[config.mk]
export PLATFORM = sky130hd
export DESIGN_NAME = pc_sequencer
export DESIGN_NICKNAME = d
export VERILOG_FILES = /design/src/rtl/pc_sequencer.sv
export SDC_FILE = /design/constraint.sdc
export NUM_CORES = 1
export LEC_CHECK = 0
export BUFFER_PORTS_ARGS = -buffer_cell sky130_fd_sc_hd__buf_4
export CORE_ASPECT_RATIO = 0.7
export CORE_MARGIN = 3
export CORE_UTILIZATION = 35
export DETAILED_ROUTE_END_ITERATION = 8
export GPL_ROUTABILITY_DRIVEN = 0
export SLEW_MARGIN = 20
export SYNTH_ARGS = -nofsm -noshare
export SYNTH_HDL_FRONTEND = slang
export SYNTH_SLANG_ARGS = --single-unit
[constraint.sdc]
create_clock -name CLK -period 12.5 [get_ports CLK]
set_input_delay 3.75 -clock CLK [delete_from_list [all_inputs] [get_ports CLK]]
set_output_delay 3.75 -clock CLK [all_outputs]
set_load 0.005 [all_outputs]
[src/rtl/pc_sequencer.sv]
// rtl/pc_sequencer.sv - program counter sequencer with branch target selection and return-address stack
module pc_sequencer #(
    parameter int                WIDTH      = 64,
    parameter logic [WIDTH-1:0]  RESET_PC   = '0,
    parameter int                INST_SHIFT = 2,
    parameter int                RAS_DEPTH  = 4
) (
    input  logic             CLK,
    input  logic             Reset,
    input  logic             Stall,
    input  logic [WIDTH-1:0] SignExtImm,
    input  logic             Branch,
    input  logic             BranchNZ,
    input  logic             ALUZero,
    input  logic             Uncondbranch,
    input  logic             Link,
    input  logic             RegBranch,
    input  logic             Return,
    input  logic [WIDTH-1:0] RegTarget,
    output logic [WIDTH-1:0] CurrentPC,
    output logic [WIDTH-1:0] LinkAddr,
    output logic             Taken,
    output logic             RasEmpty,
    output logic             RasFull
);

    localparam int               PW      = $clog2(RAS_DEPTH);
    localparam logic [PW:0]      DEPTH_C = (PW + 1)'(RAS_DEPTH);
    localparam logic [WIDTH-1:0] INC     = WIDTH'(1) << INST_SHIFT;

    logic [WIDTH-1:0] pc_q, pc_d;
    logic [PW-1:0]    top_q, top_d;
    logic [PW:0]      cnt_q, cnt_d;
    logic             empty_q, empty_d;
    logic             full_q, full_d;
    logic [WIDTH-1:0] ras_q [RAS_DEPTH];
    logic [WIDTH-1:0] ras_d [RAS_DEPTH];

    logic [WIDTH-1:0] seq_pc;
    logic [WIDTH-1:0] rel_pc;
    logic [WIDTH-1:0] ras_top;
    logic [WIDTH-1:0] target;
    logic             taken;
    logic [PW-1:0]    top_inc;
    logic             do_push;
    logic             do_replace;
    logic             do_pop;

    assign seq_pc    = pc_q + INC;
    assign rel_pc    = pc_q + (SignExtImm << INST_SHIFT);
    assign ras_top   = ras_q[top_q];
    assign top_inc   = top_q + 1'b1;
    assign CurrentPC = pc_q;
    assign LinkAddr  = seq_pc;
    assign Taken     = taken;
    assign RasEmpty  = empty_q;
    assign RasFull   = full_q;

    // BL pushes; BL combined with a return swaps the top; a plain return pops
    assign do_push    = Uncondbranch & Link & ~Return;
    assign do_replace = Uncondbranch & Link & Return;
    assign do_pop     = Return & ~(Uncondbranch & Link) & ~empty_q;

    // Fixed-priority next-PC selection; anything but the sequential PC counts as taken
    always_comb begin
        target = seq_pc;
        taken  = 1'b1;
        if (Return && !empty_q) begin
            target = ras_top;
        end else if (Return || RegBranch) begin
            target = RegTarget;
        end else if (Uncondbranch) begin
            target = rel_pc;
        end else if (Branch && (ALUZero ^ BranchNZ)) begin
            target = rel_pc;
        end else begin
            target = seq_pc;
            taken  = 1'b0;
        end
    end

    // Next PC and RAS state; a stall freezes everything, the full RAS overwrites its oldest slot
    always_comb begin
        pc_d  = pc_q;
        top_d = top_q;
        cnt_d = cnt_q;
        ras_d = ras_q;
        if (!Stall) begin
            pc_d = target;
            if (do_replace && !empty_q) begin
                ras_d[top_q] = seq_pc;
            end else if (do_push || do_replace) begin
                top_d          = top_inc;
                ras_d[top_inc] = seq_pc;
                if (cnt_q != DEPTH_C) begin
                    cnt_d = cnt_q + 1'b1;
                end
            end else if (do_pop) begin
                top_d = top_q - 1'b1;
                cnt_d = cnt_q - 1'b1;
            end
        end
        empty_d = (cnt_d == '0);
        full_d  = (cnt_d == DEPTH_C);
    end

    // Control registers; reset overrides stall and every branch input
    always_ff @(posedge CLK) begin
        if (Reset) begin
            pc_q    <= RESET_PC;
            top_q   <= '0;
            cnt_q   <= '0;
            empty_q <= 1'b1;
            full_q  <= 1'b0;
        end else begin
            pc_q    <= pc_d;
            top_q   <= top_d;
            cnt_q   <= cnt_d;
            empty_q <= empty_d;
            full_q  <= full_d;
        end
    end

    // RAS storage is not cleared; the count alone defines which entries are live
    always_ff @(posedge CLK) begin
        if (!Reset) begin
            ras_q <= ras_d;
        end
    end

endmodule

==> run summary <==
Vias/cell: 5.801
core area: 0.05558 mm²
Critical Path Max Stage Delay: 370 ps
Leak Pwr: 9.368 nW
area share of and/or/nand/nor cells after synthesis: 17.71%
Int Pwr: 2.112 mW
# nets final: 2447
Tightest Hold Check Type: flop to flop
skew final: 15.10 ps
vias in the first global route: 16377
placed wire-length estimate: 52.09 mm
largest net degree at the start of global routing: 74
final WL: 73.05 mm
Arr. time, crit path: 5570 ps
Post-DRT Antenna Nets: 0
maximum fanout along the worst path: 67
CTS buffer count: 36
Initial DRC Count: 2306
GRT Overall Usage: 23.67%
overall power: 3.073 mW
Post-Synth Adder-Cell Area: 4.464%
residual DRC count: 0
FF-to-FF path depth: 6
number of port buffers: 266
postcts setup bufs: 0
maxcap violations: 0
DR WL/cell: 24.30 µm
post-cts hold buffer count: 0
Congestion Overflow GR: 0
RSZ-0062 raised after global routing: no
post-synthesis compound-gate area fraction: 15.25%
post-synthesis xor/xnor area fraction: 4.596%
H-tree Lvls: 2
Worst-Skew Late Latency: 540 ps
syn_area_per_cell: 9.807 µm²
Cell Pwr Density: 129.1 mW/mm²
min cycle time layout: 9318 ps
RR Endpoint: ras_q[48]$_DFFE_PP_
Synth Register Bits: 327
Area growth syn-to-layout: 20.29%
mux contribution to synthesized area: 7.852%
initial antenna violation count: 0
critical path depth: 7
Synth Cell Area: 0.01979 mm²
total die area: 0.05948 mm²
final setup vio count: 0
vias: 17437
largest family of logic cells by synthesized area: simple AND/OR/NAND/NOR gates
Final Cycle Share: 74.55%
WS Path Type: input pin to primary output
clk buf depth: 3
CP max stage cell: clkinv_1
Critical Path End Type: primary output
Fillers: 5334
post-CTS sizing: 0
Synth async-reset ratio: 0%
area of the multi-input gates: 0.009985 mm²
Max VDD drop: 0.08470 mV
post-synthesis cell type count: 88
largest area contributor in the netlist: edfxtp_1
Final Hold Fails: 0
die outline height: 205.0 µm
fraction of layout cells with a size suffix above 1: 20.66%
critical path required time: 8750 ps
# rows: 72
Yosys warnings: 0
TritonCTS Sinks: 327
TNS Setup: 0 ps
fmax: 107.3 MHz
Pre-Repair DR Iteration Count: 7
area share of the largest cell type after synthesis: 38.84%
Setup WS post-layout: 3182 ps
Die X: 290.2 µm
I/O pins: 269
post-synthesis cell count: 2018
ranking of synthesized cells by area: edfxtp_1 (39%), nor2_1 (7.5%), mux4_2 (7.3%)
Worst Hold Path EP: CurrentPC[21]$_SDFFE_PP0N_
Post-DP Area: 0.02263 mm²
measured slew at the worst slew-check pin: 1070 ps
share of power burned in registers: 41.0%
Slew Viols, Final: 0
Max-slew headroom: 28.70%
Hold Path Depth: 2
Switching Power: 960.6 µW
Worst R2R Start: top_q[0]$_SDFFE_PP0P_
synthesized net count: 2226
cell with the most instances after synthesis: nor2_1
CP Launch Type: input pin
Place WS: 3219 ps
CTS tree: done
worst path cell trace: buf_4, xor2_1, a21o_2, buf_4, nor2_1, clkinv_1, buf_4
sequential cell area: 0.009114 mm²
Top delay family on crit path: buffers and inverters
Post-synth EDFFs: 256
Hold Startpoint: CurrentPC[21]$_SDFFE_PP0N_
R2R setup slack: 8250 ps
Final Hold Slack: 534.3 ps
combinational fraction of design power: 24.3%
first-pass GRT wire length: 106.3 mm
Clk pwr share: 34.8%
Final Instance Area: 0.02381 mm²
sw frac: 31.26%
CTS clk-pin slew, worst paths: 60 ps
register area share after synthesis: 46.03%
top_reg_cell synth: edfxtp_1
most frequent CP cell: buf_4
starting density of the core: 35.60%
synth cell count leaders: nor2_1 (395), edfxtp_1 (256), nand2_1 (168)
run status: complete, no violations
worst path buffer plus inverter count: 4
Root Buffer Master: clkbuf_16
[per-stage QoR]
step	util (%)	instances
after global routing	42.82	3005
after global placement	40.71	2941
after CTS	42.81	3005
after detailed placement	40.71	2941
final	42.83	3006
after floorplan	-	2018
[cell type report]
type	instances	area share, %
multi-input combinational	1481	41.94
clock inverter	22	0.9461
timing repair buffer	302	9.524
inverter	91	1.435
sequential	327	38.28
antenna	1	0.01051
clock buffer	42	3.968
tap	740	3.889
[sequential cells by signal (all words and copies together) (netlist names)]
| name | count |
|---|---|
| CurrentPC | 64 |
| ras_q | 256 |
| cnt_q | 3 |
| RasFull | 1 |
| RasEmpty | 1 |
| top_q | 2 |
[power by group through the flow]
stage / sequential [mW] / combinational, mW / clock, mW
final: 1.26 / 0.746 / 1.07
after global placement: 1.28 / 0.720 / 0
after CTS: 1.26 / 0.731 / 1.08
after detailed placement: 1.28 / 0.726 / 0
after global routing: 1.26 / 0.800 / 1.12
after floorplan: 1.25 / 0.437 / 0
[how the worst max path moves through the flow]
stage	from	endpoint
detailed placement	BranchNZ	Taken
global placement	BranchNZ	Taken
finish	BranchNZ	Taken
global route	BranchNZ	Taken
CTS	BranchNZ	Taken
floorplan	BranchNZ	Taken
[metal layers]
metal  GRT usage, %  vias up  share of wire (%)
met3          4.639      109                 11
met1          36.07     8472                 44
met4          6.277        0                2.6
met2          34.01     1018                 42
li1               -     7838                  -
met5              0        -                  0
[cell usage in the layout (no fill, tap or decap), types with 6 or more instances in the layout]
cell type and count:
o221ai_1 9, ha_1 69, a31oi_1 15, a221o_1 6, and3_1 17, dfxtp_1 69
nor2_1 390, clkbuf_16 37, o21ai_0 72, a211o_1 13, xor2_1 46, nand4_1 36
o21ai_1 6, buf_4 302, a21oi_1 130, or3_1 15, inv_1 90, a221oi_1 8
nand3_1 50, and4_1 9, a311oi_1 7, clkinv_1 8, xnor2_1 55, edfxtp_1 256
and2_1 7, nor2b_1 18, o31ai_1 6, mux4_2 64, o22ai_1 30, o21bai_1 18
o211ai_1 7, nand2_1 168, a211oi_1 32, a21o_1 35, nor3_1 32
[worst min-delay path, delay by kind of cell (launching register included)]
family          cells  cell delay (ps)
compound gates      1               50
flops               1              350
simple gates        1               80
[logic make-up after synthesis]
| family | count (synthesis) |
|---|---|
| compound gates | 448 |
| xor+xnor | 103 |
| fa+ha+maj | 70 |
| buf+inv | 210 |
| flops | 327 |
| mux | 75 |
| simple gates | 785 |
Note: power is estimated with default switching activity, not from simulation.
